File: config.mk
export PLATFORM = sky130hd
export DESIGN_NAME = mat_addsub_engine
export DESIGN_NICKNAME = d
export VERILOG_FILES = /design/src/rtl/mat_pkg.sv /design/src/rtl/mat_lane_alu.sv /design/src/rtl/mat_addsub_engine.sv
export SDC_FILE = /design/constraint.sdc
export NUM_CORES = 1
export LEC_CHECK = 0
export CAP_MARGIN = 20
export CORE_MARGIN = 10
export CORE_UTILIZATION = 54
export CTS_CLUSTER_DIAMETER = 150
export DETAILED_ROUTE_END_ITERATION = 10
export PLACE_DENSITY_LB_ADDON = 0.25
export SKIP_CTS_REPAIR_TIMING = 1
export SLEW_MARGIN = 20
export SYNTH_ARGS = -nofsm -noshare
export SYNTH_HDL_FRONTEND = slang
export SYNTH_SLANG_ARGS = --single-unit
File: constraint.sdc
create_clock -name clk -period 4.9 [get_ports clk]
set_input_delay 0.98 -clock clk [delete_from_list [all_inputs] [get_ports clk]]
set_output_delay 0.98 -clock clk [all_outputs]
set_load 0.02 [all_outputs]
File: src/rtl/mat_pkg.sv
// rtl/mat_pkg.sv - shared types and helpers for the matrix add/subtract engine
//
// Contents:
//   state_t        engine control states (IDLE, RUN, DONE)
//   operand_msb()  MSB of element k in an ELEM_W-packed operand bus (element 0 at the top)
//   result_msb()   MSB of element k in a RES_W-packed result bus (element 0 at the top)
//   lanes_divide() true when the lane count tiles the matrix exactly
package mat_pkg;

    typedef enum logic [1:0] {
        ST_IDLE = 2'd0,
        ST_RUN  = 2'd1,
        ST_DONE = 2'd2
    } state_t;

    function automatic int operand_msb(input int k, input int ne, input int elem_w);
        return (ne - k) * elem_w - 1;
    endfunction

    function automatic int result_msb(input int k, input int ne, input int elem_w);
        return (ne - k) * (elem_w + 1) - 1;
    endfunction

    function automatic bit lanes_divide(input int ne, input int lanes);
        return (lanes > 0) && ((ne % lanes) == 0);
    endfunction

endpackage

File: src/rtl/mat_lane_alu.sv
// rtl/mat_lane_alu.sv - one element lane: add or subtract with range detection
//
// Ports:
//   a, b          ELEM_W-bit unsigned operands
//   sub           0 = a+b, 1 = a-b
//   result        RES_W-bit result (extended sum / two's-complement difference,
//                 or clamped to the ELEM_W range when MAT_ADDSUB_SAT_EN is defined)
//   out_of_range  true result does not fit the unsigned ELEM_W range
// Build option: MAT_ADDSUB_SAT_EN selects saturating arithmetic.
module mat_lane_alu #(
    parameter int ELEM_W = 4,
    localparam int RES_W = ELEM_W + 1
) (
    input  logic [ELEM_W-1:0] a,
    input  logic [ELEM_W-1:0] b,
    input  logic              sub,
    output logic [RES_W-1:0]  result,
    output logic              out_of_range
);

    logic [RES_W-1:0] sum;
    logic [RES_W-1:0] diff;
    logic             borrow;

    always_comb begin
        sum          = {1'b0, a} + {1'b0, b};
        diff         = {1'b0, a} - {1'b0, b};
        borrow       = (a < b);
        out_of_range = sub ? borrow : sum[ELEM_W];
`ifdef MAT_ADDSUB_SAT_EN
        if (sub) begin
            result = borrow ? '0 : diff;
        end else begin
            result = sum[ELEM_W] ? {1'b0, {ELEM_W{1'b1}}} : sum;
        end
`else
        result = sub ? diff : sum;
`endif
    end

endmodule

File: src/rtl/mat_addsub_engine.sv
// rtl/mat_addsub_engine.sv - N x N matrix add/subtract engine, LANES elements per beat
//
// Ports:
//   clk, rst     clock; synchronous active-high reset
//   start        request an operation (accepted in IDLE or DONE)
//   sub          0 = A+B, 1 = A-B, sampled on accept
//   mat_a, mat_b NE*ELEM_W operands, element 0 in the top ELEM_W bits
//   mat_out      NE*RES_W result, element 0 in the top RES_W bits
//   busy, done   high in RUN / DONE
//   range_flag   sticky: some element left the unsigned ELEM_W range
// Build option: MAT_ADDSUB_SAT_EN (saturating lanes, see mat_lane_alu).
module mat_addsub_engine
    import mat_pkg::*;
#(
    parameter int ELEM_W = 4,
    parameter int N      = 4,
    parameter int LANES  = 2,
    localparam int NE    = N * N,
    localparam int BEATS = NE / LANES,
    localparam int RES_W = ELEM_W + 1
) (
    input  logic                clk,
    input  logic                rst,
    input  logic                start,
    input  logic                sub,
    input  logic [NE*ELEM_W-1:0] mat_a,
    input  logic [NE*ELEM_W-1:0] mat_b,
    output logic [NE*RES_W-1:0]  mat_out,
    output logic                busy,
    output logic                done,
    output logic                range_flag
);

    localparam int CNT_W = (BEATS > 1) ? $clog2(BEATS) : 1;
    localparam int IDX_W = (NE > 1) ? $clog2(NE) : 1;

    if (!lanes_divide(NE, LANES)) begin : g_bad_lanes
        $error("mat_addsub_engine: LANES must divide N*N");
    end

    state_t               state_q, state_d;
    logic [CNT_W-1:0]     beat_q;
    logic [NE*ELEM_W-1:0] a_q, b_q;
    logic                 sub_q;
    logic                 range_q;
    logic [RES_W-1:0]     res_q    [NE];
    logic [ELEM_W-1:0]    a_elem   [NE];
    logic [ELEM_W-1:0]    b_elem   [NE];
    logic [IDX_W-1:0]     lane_idx [LANES];
    logic [RES_W-1:0]     lane_res [LANES];
    logic [LANES-1:0]     lane_oor;
    logic                 accept;
    logic                 last_beat;

    // Fixed-position views of the latched operands and the result register.
    for (genvar k = 0; k < NE; k++) begin : g_elem
        assign a_elem[k] = a_q[operand_msb(k, NE, ELEM_W) -: ELEM_W];
        assign b_elem[k] = b_q[operand_msb(k, NE, ELEM_W) -: ELEM_W];
        assign mat_out[result_msb(k, NE, ELEM_W) -: RES_W] = res_q[k];
    end

    // Lane l of beat j handles element j*LANES + l.
    for (genvar l = 0; l < LANES; l++) begin : g_lane
        assign lane_idx[l] = IDX_W'(int'(beat_q) * LANES + l);

        mat_lane_alu #(
            .ELEM_W(ELEM_W)
        ) u_alu (
            .a            (a_elem[lane_idx[l]]),
            .b            (b_elem[lane_idx[l]]),
            .sub          (sub_q),
            .result       (lane_res[l]),
            .out_of_range (lane_oor[l])
        );
    end

    assign accept     = start && ((state_q == ST_IDLE) || (state_q == ST_DONE));
    assign last_beat  = (beat_q == CNT_W'(BEATS - 1));
    assign busy       = (state_q == ST_RUN);
    assign done       = (state_q == ST_DONE);
    assign range_flag = range_q;

    always_comb begin
        state_d = state_q;
        case (state_q)
            ST_IDLE: if (start)     state_d = ST_RUN;
            ST_RUN:  if (last_beat) state_d = ST_DONE;
            ST_DONE: if (start)     state_d = ST_RUN;
            default:                state_d = ST_IDLE;
        endcase
    end

    always_ff @(posedge clk) begin
        if (rst) begin
            state_q <= ST_IDLE;
            beat_q  <= '0;
            a_q     <= '0;
            b_q     <= '0;
            sub_q   <= 1'b0;
            range_q <= 1'b0;
            for (int k = 0; k < NE; k++) res_q[k] <= '0;
        end else begin
            state_q <= state_d;
            if (accept) begin
                a_q     <= mat_a;
                b_q     <= mat_b;
                sub_q   <= sub;
                beat_q  <= '0;
                range_q <= 1'b0;
                for (int k = 0; k < NE; k++) res_q[k] <= '0;
            end else if (state_q == ST_RUN) begin
                for (int l = 0; l < LANES; l++) res_q[lane_idx[l]] <= lane_res[l];
                range_q <= range_q | (|lane_oor);
                beat_q  <= last_beat ? '0 : beat_q + CNT_W'(1);
            end
        end
    end

endmodule

==> flow_summary.rst, run 1 <==
.. list-table::
   :header-rows: 1

   * - Metric
     - Value
   * - Hold Path Class
     - reg2reg
   * - Clock Tree Root
     - sky130_fd_sc_hd__clkbuf_16
   * - Proportion of register bits with asynchronous set or reset after synthesis
     - 0
   * - Highest-delay cell along the critical path
     - sky130_fd_sc_hd__dfxtp_2
   * - Area growth from synthesis to final layout
     - 30.7%
   * - Cell accounting for the most synthesized area
     - sky130_fd_sc_hd__dfxtp_1
   * - CTS Buffer Depth
     - 3
   * - Unrepaired setup endpoints after global routing
     - no
   * - FF+latch count, synth
     - 215
   * - Average via count per standard cell
     - 5.47
   * - Setup Viol. Count Final
     - 0
   * - Internal power
     - 3.21 mW
   * - Fin worst setup slack
     - 0.983 ns
   * - Power share of the sequential group
     - 0.471
   * - Number of design rule violations left after detail routing
     - 0
   * - FF-to-FF Start
     - beat_q[0]
   * - Initial core utilization
     - 0.556
   * - Arrival time at the worst endpoint
     - 4.13 ns
   * - Footprint of the multi-input gates
     - 3790 µm²
   * - Net count after synthesis
     - 1,152
   * - Maximum level of the CTS H-tree
     - 1
   * - Final count of hold timing violations
     - 0
   * - Pin count of the biggest net entering global routing
     - 110
   * - CTS tree
     - done
   * - Critical path startpoint category
     - flip-flop
   * - Total Negative Setup Slacks
     - 0 ns
   * - Placed cell areas
     - 11,500 µm²
   * - Row cnt
     - 47
   * - Synth Warn #
     - 0
   * - Detailed-route wire length
     - 25,400 µm
   * - Period utilisation layout
     - 0.799
   * - Critical path peak fanout
     - 45
   * - Number of cells after detailed placement
     - 1,370
   * - Via count of the first global-routing pass
     - 7,591
   * - Routed wire per std cell
     - 18.0 µm
   * - Critical Path End Type
     - flip-flop
   * - Register Area
     - 5110 µm²
   * - Highest cell delay on the worst timing path
     - 0.99 ns
   * - Most common flop cell mapped by yosys
     - sky130_fd_sc_hd__dfxtp_1
   * - Fraction of layout cells with a size suffix above 1
     - 0.0681
   * - Post-Layout Cell Count
     - 1,410
   * - Maxcap violations
     - 0
   * - Number of antenna-violating nets in the routed design
     - 0
   * - Final core occ
     - 0.727
   * - Floorplan die area
     - 22,900 µm²
   * - Setup slack on the worst flop-to-flop path
     - 0.98 ns
   * - Register area share after synthesis
     - 0.548
   * - Count of routing violations after the opening detailed-route iteration
     - 682
   * - Core area
     - 16,800 µm²
   * - Clock Pin Slew Worst Setup and Hold Paths
     - 0.06 ns
   * - Via Count
     - 7,712
   * - Crit path capture
     - res_q[8][3]
   * - Power density of the placed cells
     - 352 nW/µm²
   * - Quantity of I/O buffers inserted on ports
     - 214
   * - Status
     - complete, no violations
   * - Diode insertion count for antenna repair
     - 0
   * - Cell Area, Synth
     - 9310 µm²
   * - Maximum resistive drop on vdd
     - 0.256 mV
   * - Total iterations of the first detailed-routing run
     - 5
   * - Power dissipated by switching net loads
     - 1.08 mW
   * - Combinational share of power
     - 0.144
   * - Sink Count
     - 215
   * - Mapped Cells
     - 998
   * - Clock power share
     - 0.385
   * - Overflow after GRT
     - 0
   * - Initial antenna violation count
     - 0
   * - Share of the synthesized area in the top cell type
     - 0.290
   * - Post-route design area
     - 12,200 µm²
   * - Gpl congestion
     - 0.884
   * - Total leakage power
     - 4.51 nW
   * - Worst setup path start
     - beat_q[0]
   * - Final-layout fill cell count
     - 1,264
   * - Y dimension of the die
     - 151 µm
   * - Wire length of the first global-routing pass
     - 39,200 µm
   * - Critical-path cell list
     - inv_2, nor2_1, a22oi_1, a21o_1, o211a_1, ha_1, nor2b_1, o21ai_0, a21oi_1, nor3_2, nor3_1
   * - Die boundary width
     - 151 µm
   * - Number of distinct library cells after synthesis
     - 56
   * - Measured slew at the worst slew-check pin
     - 1.13 ns
   * - Switching power share of the total
     - 0.251
   * - Data required time of the worst path
     - 5.12 ns
   * - Number of CTS-inserted buffers
     - 22
   * - Endpoint of the lowest-slack register-to-register path
     - res_q[8][3]
   * - Final Skew
     - 0.0113 ns
   * - Synth top area cells
     - sky130_fd_sc_hd__dfxtp_1 29%, sky130_fd_sc_hd__edfxtp_1 26%, sky130_fd_sc_hd__nand2_1 12%
   * - Worst reg2reg path depth
     - 11
   * - Clock latency at the later pin of the worst-skew pair
     - 0.50 ns
   * - Post-Place Setup Slack
     - 1.04 ns
   * - Number of I/O pins
     - 215
   * - Worst hold margin
     - 0.452 ns
   * - Final HPWL DP
     - 18,500 µm
   * - Achievable clock frequency
     - 0.255 GHz
   * - Clock period minus worst slack
     - 3.92 ns
   * - GRT Overall Usage
     - 0.214
   * - Nets
     - 1,328
   * - Slew margin rel.
     - 0.244
   * - Critical path start-end classification
     - reg2reg
   * - Total Power
     - 4.29 mW
   * - Number of pins exceeding their max-slew limit in the final report
     - 0
   * - Avg Synthesized Cell Area
     - 9.33 µm²
   * - Number of enable flip-flop cells after synthesis
     - 80
==> cell usage after synthesis, types with 4 or more instances <==
| cell | number |
|---|---|
| sky130_fd_sc_hd__ha_1 | 18 |
| sky130_fd_sc_hd__nor2b_1 | 9 |
| sky130_fd_sc_hd__mux2_2 | 8 |
| sky130_fd_sc_hd__buf_2 | 38 |
| sky130_fd_sc_hd__inv_2 | 4 |
| sky130_fd_sc_hd__nor2_1 | 86 |
| sky130_fd_sc_hd__a21oi_1 | 160 |
| sky130_fd_sc_hd__o21ai_0 | 14 |
| sky130_fd_sc_hd__dfxtp_1 | 135 |
| sky130_fd_sc_hd__a22oi_1 | 7 |
| sky130_fd_sc_hd__inv_1 | 14 |
| sky130_fd_sc_hd__buf_6 | 4 |
| sky130_fd_sc_hd__a221o_1 | 4 |
| sky130_fd_sc_hd__clkbuf_1 | 18 |
| sky130_fd_sc_hd__fa_1 | 4 |
| sky130_fd_sc_hd__nand2_1 | 291 |
| sky130_fd_sc_hd__mux2i_1 | 16 |
| sky130_fd_sc_hd__a22o_1 | 5 |
| sky130_fd_sc_hd__nor3b_1 | 4 |
| sky130_fd_sc_hd__nand2b_1 | 7 |
| sky130_fd_sc_hd__buf_1 | 6 |
| sky130_fd_sc_hd__mux4_2 | 11 |
| sky130_fd_sc_hd__nor3_1 | 15 |
| sky130_fd_sc_hd__edfxtp_1 | 80 |
==> how the worst min path moves through the flow <==
stage / slack (ns) / cells after the start / from / endpoint
final: 0.45 / 2 / a_elem[21] / a_elem[21]
after global routing: 0.47 / 2 / a_elem[21] / a_elem[21]
after CTS: 0.45 / 2 / a_elem[45] / a_elem[45]
after detailed placement: 0.45 / 2 / a_elem[45] / a_elem[45]
after global placement: 0.44 / 2 / a_elem[37] / a_elem[37]
after floorplan: 0.43 / 2 / a_elem[56] / a_elem[56]
==> cell usage in the layout, fill, tap and decap left out, types with 15 or more instances in the layout <==
cell,synthesis,layout
sky130_fd_sc_hd__clkdlybuf4s50_1,0,213
sky130_fd_sc_hd__clkbuf_16,0,23
sky130_fd_sc_hd__a21oi_1,160,160
sky130_fd_sc_hd__nor2_1,86,86
sky130_fd_sc_hd__edfxtp_1,80,80
sky130_fd_sc_hd__mux2i_1,16,16
sky130_fd_sc_hd__dfxtp_1,135,132
sky130_fd_sc_hd__ha_1,18,18
sky130_fd_sc_hd__nor3_1,15,15
sky130_fd_sc_hd__nand2_1,291,291
==> cell families after synthesis <==
| family | share of synthesized area |
|---|---|
| mux | 0.0615 |
| compound gates | 0.128 |
| flops | 0.548 |
| xor+xnor | 0.00188 |
| fa+ha+maj | 0.0328 |
| buf+inv | 0.0459 |
| simple gates | 0.182 |
==> registers in the layout, summed over array words and instances (netlist names) <==
signal and flops:
range_flag 1, res_q 80, a_elem 64, state_q 2
sub_q 1, beat_q 3, b_elem 64
==> cell type report <==
class,instances,area share
inverter,18,0.00555
sequential,215,0.420
clock inverter,13,0.00976
clock buffer,27,0.0493
timing repair buffer,222,0.182
multi-input combinational,695,0.312
tap,220,0.0226
==> critical path: cells and delay by family, from the launching register on <==
family,cells,cell delay [ns]
and+or+nand+nor,4,1.16
DFF,1,0.99
AOI/OAI and AO/OA,5,0.94
adders and majority gates,1,0.32
buffers and inverters,1,0.22
==> per-layer routing <==
| metal | vias up | share of wire | track usage |
|---|---|---|---|
| li1 | 3732 | - | - |
| met1 | 3590 | 0.41 | 0.277 |
| met2 | 351 | 0.47 | 0.354 |
| met3 | 39 | 0.096 | 0.0468 |
| met4 | 0 | 0.023 | 0.0602 |
| met5 | - | 0 | 0 |
==> power by group through the flow <==
stage | combinational (mW) | sequential [mW] | clock (mW)
global placement | 0.605 | 2.05 | 0
CTS | 0.619 | 2.02 | 1.67
finish | 0.617 | 2.02 | 1.65
global route | 0.670 | 2.03 | 1.74
detailed placement | 0.615 | 2.06 | 0
floorplan | 0.293 | 2.08 | 0
(Power assumes the default switching activity.)
==> run 2, diff against run 1 <==
--- a/config.mk
+++ b/config.mk
@@ -7,7 +7,7 @@
 export LEC_CHECK = 0
 export CAP_MARGIN = 20
 export CORE_MARGIN = 10
-export CORE_UTILIZATION = 54
+export CORE_UTILIZATION = 45
 export CTS_CLUSTER_DIAMETER = 150
 export DETAILED_ROUTE_END_ITERATION = 10
 export PLACE_DENSITY_LB_ADDON = 0.25
==> constraint.sdc (replaced) <==
create_clock -name clk -period 3.3 [get_ports clk]
set_input_delay 0.66 -clock clk [delete_from_list [all_inputs] [get_ports clk]]
set_output_delay 0.66 -clock clk [all_outputs]
set_load 0.02 [all_outputs]
==> flow_summary.rst, run 2 (same netlist as run 1, synthesis figures left out) <==
.. list-table::
   :header-rows: 1

   * - Metric
     - Value
   * - Slew margin rel.
     - 0.494 (was 0.244)
   * - Most frequent cells in the layout
     - 291 x sky130_fd_sc_hd__nand2_1, 213 x sky130_fd_sc_hd__clkdlybuf4s50_1, 160 x sky130_fd_sc_hd__a21oi_1 (unchanged)
   * - Final Skew
     - 0.0170 ns (was 0.0113 ns)
   * - Placed cell areas
     - 11,700 µm² (was 11,500 µm²)
   * - Top reg by flops
     - res_q (unchanged)
   * - Worst setup path start
     - beat_q[1] (was beat_q[0])
   * - Y dimension of the die
     - 164 µm (was 151 µm)
   * - Initial antenna violation count
     - 0 (unchanged)
   * - Overflow after GRT
     - 0 (unchanged)
   * - Maximum resistive drop on vdd
     - 0.324 mV (was 0.256 mV)
   * - Measured slew at the worst slew-check pin
     - 0.758 ns (was 1.13 ns)
   * - Count of routing violations after the opening detailed-route iteration
     - 587 (was 682)
   * - FF-to-FF Start
     - beat_q[1] (was beat_q[0])
   * - CTS tree
     - done (unchanged)
   * - Achievable clock frequency
     - 0.324 GHz (was 0.255 GHz)
   * - Largest register FFs
     - 80 (unchanged)
   * - Pin count of the biggest net entering global routing
     - 133 (was 110)
   * - Clock Pin Slew Worst Setup and Hold Paths
     - 0.06 ns (about the same)
   * - Floorplan die area
     - 26,900 µm² (was 22,900 µm²)
   * - Number of antenna-violating nets in the routed design
     - 0 (unchanged)
   * - Number of pins exceeding their max-slew limit in the final report
     - 0 (unchanged)
   * - Highest-delay cell along the critical path
     - sky130_fd_sc_hd__dfxtp_4 (was sky130_fd_sc_hd__dfxtp_2)
   * - Total iterations of the first detailed-routing run
     - 5 (unchanged)
   * - Arrival time at the worst endpoint
     - 3.31 ns (was 4.13 ns)
   * - Number of I/O pins
     - 215 (unchanged)
   * - Post-route design area
     - 12,400 µm² (was 12,200 µm²)
   * - Routed wire per std cell
     - 17.9 µm (was 18.0 µm)
   * - Period utilisation layout
     - 0.937 (was 0.799)
   * - Worst hold path depth
     - 2 (unchanged)
   * - Via count of the first global-routing pass
     - 7,547 (was 7,591)
   * - Maxcap violations
     - 0 (unchanged)
   * - Critical Path End Type
     - flip-flop (unchanged)
   * - Via Count
     - 7,632 (was 7,712)
   * - End point of the most critical hold path
     - b_elem[44] (was a_elem[21])
   * - Critical-path cell list
     - buf_4, mux2_1, a21oi_1, nor2_1, a221o_1, ha_1, o21ai_0, a21oi_1, o21a_2, nor3_1 (was inv_2, nor2_1, a22oi_1, a21o_1, o211a_1, ha_1, nor2b_1, o21ai_0, a21oi_1, nor3_2, nor3_1)
   * - Clock Tree Root
     - sky130_fd_sc_hd__clkbuf_16 (unchanged)
   * - Quantity of I/O buffers inserted on ports
     - 214 (unchanged)
   * - Top cell by count, worst path
     - sky130_fd_sc_hd__a21oi_1
   * - Commonest non-fill, non-tap cell in the layout
     - sky130_fd_sc_hd__nand2_1 (unchanged)
   * - Row cnt
     - 52 (was 47)
   * - Highest cell delay on the worst timing path
     - 0.49 ns (was 0.99 ns)
   * - CTS Buffer Depth
     - 3 (unchanged)
   * - Unrepaired setup endpoints after global routing
     - no (unchanged)
   * - Data required time of the worst path
     - 3.52 ns (was 5.12 ns)
   * - Die boundary width
     - 164 µm (was 151 µm)
   * - Sink Count
     - 215 (unchanged)
   * - Final count of hold timing violations
     - 0 (unchanged)
   * - Maximum level of the CTS H-tree
     - 1 (unchanged)
   * - Hold Path Class
     - reg2reg (unchanged)
   * - Gpl congestion
     - 0.886 (was 0.884)
   * - Average via count per standard cell
     - 5.16 (was 5.47)
   * - Endpoint of the lowest-slack register-to-register path
     - res_q[10][3] (was res_q[8][3])
   * - Initial core utilization
     - 0.459 (was 0.556)
   * - GRT Overall Usage
     - 0.186 (was 0.214)
   * - Clock period minus worst slack
     - 3.09 ns (was 3.92 ns)
   * - Fraction of layout cells with a size suffix above 1
     - 0.0811 (was 0.0681)
   * - Met2 wire len
     - 12,500 µm (was 12,000 µm)
   * - Final HPWL DP
     - 19,800 µm (was 18,500 µm)
   * - Critical path startpoint category
     - flip-flop (unchanged)
   * - Status
     - complete, no violations (unchanged)
   * - Wire length of the first global-routing pass
     - 40,100 µm (was 39,200 µm)
   * - Final-layout fill cell count
     - 1,799 (was 1,264)
   * - Area growth from synthesis to final layout
     - 33.5% (was 30.7%)
   * - Critical path peak fanout
     - 16 (was 45)
   * - Met1 wire length
     - 11,300 µm (was 10,400 µm)
   * - Setup Viol. Count Final
     - 0 (unchanged)
   * - Number of design rule violations left after detail routing
     - 0 (unchanged)
   * - Worst reg2reg path depth
     - 10 (was 11)
   * - Top routing layer used
     - met4 (unchanged)
   * - Hold path start
     - b_elem[44] (was a_elem[21])
   * - Detailed-route wire length
     - 26,400 µm (was 25,400 µm)
   * - Number of CTS-inserted buffers
     - 23 (was 22)
   * - Total Negative Setup Slacks
     - 0 ns (unchanged)
   * - Met3 WL post-DR
     - 2140 µm (was 2430 µm)
   * - Core area
     - 20,300 µm² (was 16,800 µm²)
   * - Diode insertion count for antenna repair
     - 0 (unchanged)
   * - Clock latency at the later pin of the worst-skew pair
     - 0.50 ns (about the same)
   * - Setup slack on the worst flop-to-flop path
     - 0.21 ns (was 0.98 ns)
   * - Critical path start-end classification
     - reg2reg (unchanged)
   * - Power density of the placed cells
     - 512 nW/µm² (was 352 nW/µm²)
   * - Nets
     - 1,349 (was 1,328)
   * - Total leakage power
     - 4.61 nW (was 4.51 nW)
run 2: changes by cell type in the layout (fill, tap and decap cells not counted), sizes merged:
cell,before,now
clkinvlp,1,0
clkinv,9,4
clkbuf,27,33
buf,9,29
bufinv,2,1
run 2: layout make-up:
class                      instances  area, µm²  share of cell area
clock inverter                     6       58.8             0.00473
tap                              270        338              0.0272
clock buffer                      33        643              0.0517
sequential                       215       5110               0.411
multi-input combinational        695       3820               0.307
inverter                          18       67.6             0.00543
timing repair buffer             242       2400               0.193
run 2: metrics by stage:
stage / hold slack [ns] / std cells / util / power (mW) / setup WS, ns
after floorplan: 0.432 / 998 / - / 3.53 / 0.368
after global placement: 0.441 / 1440 / 0.577 / 3.99 / 0.246
after detailed placement: 0.446 / 1440 / 0.577 / 4.01 / 0.146
after CTS: 0.454 / 1479 / 0.611 / 6.40 / 0.115
after global routing: 0.468 / 1479 / 0.613 / 6.60 / 0.0107
final: 0.453 / 1479 / 0.613 / 6.37 / 0.209
run 2: worst max-delay path by stage:
| stage | end |
|---|---|
| final | res_q[10][3] |
| after global routing | res_q[6][3] |
| after CTS | res_q[10][3] |
| after detailed placement | res_q[10][3] |
| after global placement | res_q[9][3] |
| after floorplan | res_q[11][4] |
run 2: worst max-delay path, delay by kind of cell (launching register included):
family                   cells  cell delay (ns)
AND/OR/NAND/NOR              2             0.13
adder cells (fa/ha/maj)      1             0.39
buffers and inverters        1             0.23
multiplexers                 1             0.33
AO/OA/AOI/OAI                5             1.24
flip-flops                   1             0.49
run 2: layer usage:
| metal | up-vias | GRT usage |
|---|---|---|
| met2 | 272 | 0.306 |
| met1 | 3553 | 0.244 |
| met3 | 31 | 0.0453 |
| li1 | 3776 | - |
| met4 | 0 | 0.0406 |
| met5 | - | 0 |
run 2: where the power goes:
part	total, mW	leakage, nW	switching [mW]	internal, mW
Sequential	3.00	1.98	0.0871	2.91
Combinational	0.961	2.29	0.530	0.431
Clock	2.41	0.344	0.985	1.43
==> run 3, diff against run 2 <==
--- a/config.mk
+++ b/config.mk
@@ -7,7 +7,7 @@
 export LEC_CHECK = 0
 export CAP_MARGIN = 20
 export CORE_MARGIN = 10
-export CORE_UTILIZATION = 45
+export CORE_UTILIZATION = 54
 export CTS_CLUSTER_DIAMETER = 150
 export DETAILED_ROUTE_END_ITERATION = 10
 export PLACE_DENSITY_LB_ADDON = 0.25
==> constraint.sdc (replaced) <==
create_clock -name clk -period 4 [get_ports clk]
set_input_delay 0.8 -clock clk [delete_from_list [all_inputs] [get_ports clk]]
set_output_delay 0.8 -clock clk [all_outputs]
set_load 0.02 [all_outputs]
==> flow_summary.rst, run 3 (same netlist as run 1, synthesis figures left out) <==
.. list-table::
   :header-rows: 1

   * - Metric
     - Value
   * - Status
     - complete, no violations (unchanged)
   * - Power density of the placed cells
     - 416 nW/µm² (was 512 nW/µm²)
   * - Die boundary width
     - 151 µm (was 164 µm)
   * - Final count of hold timing violations
     - 0 (unchanged)
   * - Power share of the sequential group
     - 0.489 (was 0.470)
   * - Final Skew
     - 0.00833 ns (was 0.0170 ns)
   * - Largest register FFs
     - 80 (unchanged)
   * - Hold Path Class
     - reg2reg (unchanged)
   * - Critical path startpoint category
     - flip-flop (unchanged)
   * - Core area
     - 16,800 µm² (was 20,300 µm²)
   * - GRT Overall Usage
     - 0.217 (was 0.186)
   * - Data required time of the worst path
     - 4.21 ns (was 3.52 ns)
   * - Unrepaired setup endpoints after global routing
     - no (unchanged)
   * - Via count of the first global-routing pass
     - 7,459 (was 7,547)
   * - Clock latency at the later pin of the worst-skew pair
     - 0.49 ns (was 0.50 ns)
   * - Period utilisation layout
     - 0.904 (was 0.937)
   * - Number of antenna-violating nets in the routed design
     - 0 (unchanged)
   * - Maximum resistive drop on vdd
     - 0.309 mV (was 0.324 mV)
   * - Via Count
     - 7,821 (was 7,632)
   * - Highest-delay cell along the critical path
     - sky130_fd_sc_hd__dfxtp_2 (was sky130_fd_sc_hd__dfxtp_4)
   * - Total iterations of the first detailed-routing run
     - 5 (unchanged)
   * - Initial core utilization
     - 0.556 (was 0.459)
   * - Clock power share
     - 0.358 (was 0.379)
   * - Arrival time at the worst endpoint
     - 3.83 ns (was 3.31 ns)
   * - Final-layout fill cell count
     - 1,256 (was 1,799)
   * - Pin count of the biggest net entering global routing
     - 133 (unchanged)
   * - Measured slew at the worst slew-check pin
     - 1.02 ns (was 0.758 ns)
   * - Placed cell areas
     - 11,500 µm² (was 11,700 µm²)
   * - Detailed-route wire length
     - 26,000 µm (was 26,400 µm)
   * - Fraction of layout cells with a size suffix above 1
     - 0.0696 (was 0.0811)
   * - Buf+Inv Stages, Crit Path
     - 2 (was 1)
   * - Number of CTS-inserted buffers
     - 21 (was 23)
   * - Floorplan die area
     - 22,900 µm² (was 26,900 µm²)
   * - Hold path start
     - b_elem[1] (was b_elem[44])
   * - Top reg by flops
     - res_q (unchanged)
   * - Commonest non-fill, non-tap cell in the layout
     - sky130_fd_sc_hd__nand2_1 (unchanged)
   * - Post-route design area
     - 12,200 µm² (was 12,400 µm²)
   * - Number of design rule violations left after detail routing
     - 0 (unchanged)
   * - Quantity of I/O buffers inserted on ports
     - 214 (unchanged)
   * - Overflow after GRT
     - 0 (unchanged)
   * - CTS Buffer Depth
     - 3 (unchanged)
   * - FF-to-FF Start
     - beat_q[0] (was beat_q[1])
   * - Sink Count
     - 215 (unchanged)
   * - Wire length of the first global-routing pass
     - 39,700 µm (was 40,100 µm)
   * - Final HPWL DP
     - 19,200 µm (was 19,800 µm)
   * - Power dissipated by switching net loads
     - 1.29 mW (was 1.60 mW)
   * - Critical-path cell list
     - buf_4, inv_2, nor2_1, a22oi_1, a21o_1, o211a_1, ha_1, nor2b_1, o21ai_0, a21oi_1, nor3_2, nor3_1 (was buf_4, mux2_1, a21oi_1, nor2_1, a221o_1, ha_1, o21ai_0, a21oi_1, o21a_2, nor3_1)
   * - Slew margin rel.
     - 0.314 (was 0.494)
   * - Most frequent cells in the layout
     - 291 x sky130_fd_sc_hd__nand2_1, 213 x sky130_fd_sc_hd__clkdlybuf4s50_1, 160 x sky130_fd_sc_hd__a21oi_1 (unchanged)
   * - Maximum level of the CTS H-tree
     - 1 (unchanged)
   * - Area growth from synthesis to final layout
     - 30.5% (was 33.5%)
   * - Setup Viol. Count Final
     - 0 (unchanged)
   * - Nets
     - 1,335 (was 1,349)
   * - Clock period minus worst slack
     - 3.62 ns (was 3.09 ns)
   * - Total Power
     - 5.06 mW (was 6.37 mW)
   * - Count of routing violations after the opening detailed-route iteration
     - 702 (was 587)
   * - Worst reg2reg path depth
     - 12 (was 10)
   * - Number of I/O pins
     - 215 (unchanged)
   * - Internal power
     - 3.77 mW (was 4.77 mW)
   * - Critical path peak fanout
     - 27 (was 16)
   * - Gpl congestion
     - 0.967 (was 0.886)
   * - Number of pins exceeding their max-slew limit in the final report
     - 0 (unchanged)
   * - Critical Path End Type
     - flip-flop (unchanged)
   * - Total Negative Setup Slacks
     - 0 ns (unchanged)
   * - Switching power share of the total
     - 0.255 (was 0.251)
   * - Combinational share of power
     - 0.152 (was 0.151)
   * - Achievable clock frequency
     - 0.277 GHz (was 0.324 GHz)
   * - Clock Tree Root
     - sky130_fd_sc_hd__clkbuf_16 (unchanged)
   * - Worst hold path depth
     - 2 (unchanged)
   * - Post-Place Setup Slack
     - 0.466 ns (was 0.146 ns)
   * - Row cnt
     - 47 (was 52)
   * - Critical path start-end classification
     - reg2reg (unchanged)
   * - Fin worst setup slack
     - 0.385 ns (was 0.209 ns)
   * - Clock Pin Slew Worst Setup and Hold Paths
     - 0.06 ns (about the same)
   * - Y dimension of the die
     - 151 µm (was 164 µm)
   * - Maxcap violations
     - 0 (unchanged)
   * - Average via count per standard cell
     - 5.53 (was 5.16)
   * - Total leakage power
     - 4.50 nW (was 4.61 nW)
   * - Initial antenna violation count
     - 1 (was 0)
   * - CTS tree
     - done (unchanged)
   * - Endpoint of the lowest-slack register-to-register path
     - res_q[12][3] (was res_q[10][3])
   * - Highest cell delay on the worst timing path
     - 0.49 ns (about the same)
   * - Setup slack on the worst flop-to-flop path
     - 0.38 ns (was 0.21 ns)
   * - Largest delay contributor family on the critical path
     - simple AND/OR/NAND/NOR gates (was compound AO/OA/AOI/OAI gates)
   * - Routed wire per std cell
     - 18.4 µm (was 17.9 µm)
   * - End point of the most critical hold path
     - b_elem[1] (was b_elem[44])
## run 3: worst max-delay path by stage
stage	from	to	slack [ns]	cells past startpoint
2_1_floorplan	beat_q[2]	res_q[11][4]	1.07	10
3_3_place_gp	beat_q[1]	res_q[11][2]	0.60	9
3_5_place_dp	beat_q[0]	res_q[12][3]	0.47	12
4_1_cts	beat_q[0]	res_q[12][3]	0.44	12
5_1_grt	beat_q[0]	res_q[10][3]	0.13	12
6_report	beat_q[0]	res_q[12][3]	0.38	12
## run 3: worst register-to-register path: stages (launching register included)
cell	delay (ns)
sky130_fd_sc_hd__dfxtp_2	0.49
sky130_fd_sc_hd__buf_4	0.38
sky130_fd_sc_hd__inv_2	0.17
sky130_fd_sc_hd__nor2_1	0.37
sky130_fd_sc_hd__a22oi_1	0.16
sky130_fd_sc_hd__a21o_1	0.21
sky130_fd_sc_hd__o211a_1	0.17
sky130_fd_sc_hd__ha_1	0.32
sky130_fd_sc_hd__nor2b_1	0.13
sky130_fd_sc_hd__o21ai_0	0.21
sky130_fd_sc_hd__a21oi_1	0.14
sky130_fd_sc_hd__nor3_2	0.43
sky130_fd_sc_hd__nor3_1	0.13
## run 3: area by class of cell
| type | instances | area [µm²] | share of cell area |
|---|---|---|---|
| Sequential cell | 215 | 5110 | 0.420 |
| Antenna cell | 1 | 2.50 | 0.000206 |
| Clock inverter | 11 | 81.3 | 0.00669 |
| Timing Repair Buffer | 230 | 2280 | 0.188 |
| Inverter | 18 | 67.6 | 0.00556 |
| Clock buffer | 24 | 537 | 0.0442 |
| Multi-Input combinational cell | 695 | 3790 | 0.312 |
| Tap cell | 220 | 275 | 0.0227 |
## run 3: per-layer routing
layer / vias to the layer above / share of wire / global-route usage / wire length (µm)
li1: 3742 / - / - / -
met2: 375 / 0.48 / 0.365 / 12400
met1: 3655 / 0.40 / 0.277 / 10500
met3: 49 / 0.094 / 0.0459 / 2450
met4: 0 / 0.024 / 0.0602 / 619
met5: - / 0 / 0 / 0
## run 3: stage by stage
step / utilization / hold WS [ns] / std cells
2_1_floorplan: - / 0.432 / 998
3_3_place_gp: 0.688 / 0.441 / 1378
3_5_place_dp: 0.688 / 0.445 / 1378
4_1_cts: 0.725 / 0.453 / 1413
5_1_grt: 0.725 / 0.476 / 1414
6_report: 0.725 / 0.455 / 1414
## run 3: power by group through the flow
| stage | sequential (mW) | combinational, mW | clock (mW) |
|---|---|---|---|
| final | 2.48 | 0.770 | 1.81 |
| after global routing | 2.48 | 0.835 | 1.92 |
| after CTS | 2.47 | 0.772 | 1.82 |
| after detailed placement | 2.52 | 0.767 | 0 |
| after global placement | 2.52 | 0.754 | 0 |
| after floorplan | 2.55 | 0.359 | 0 |
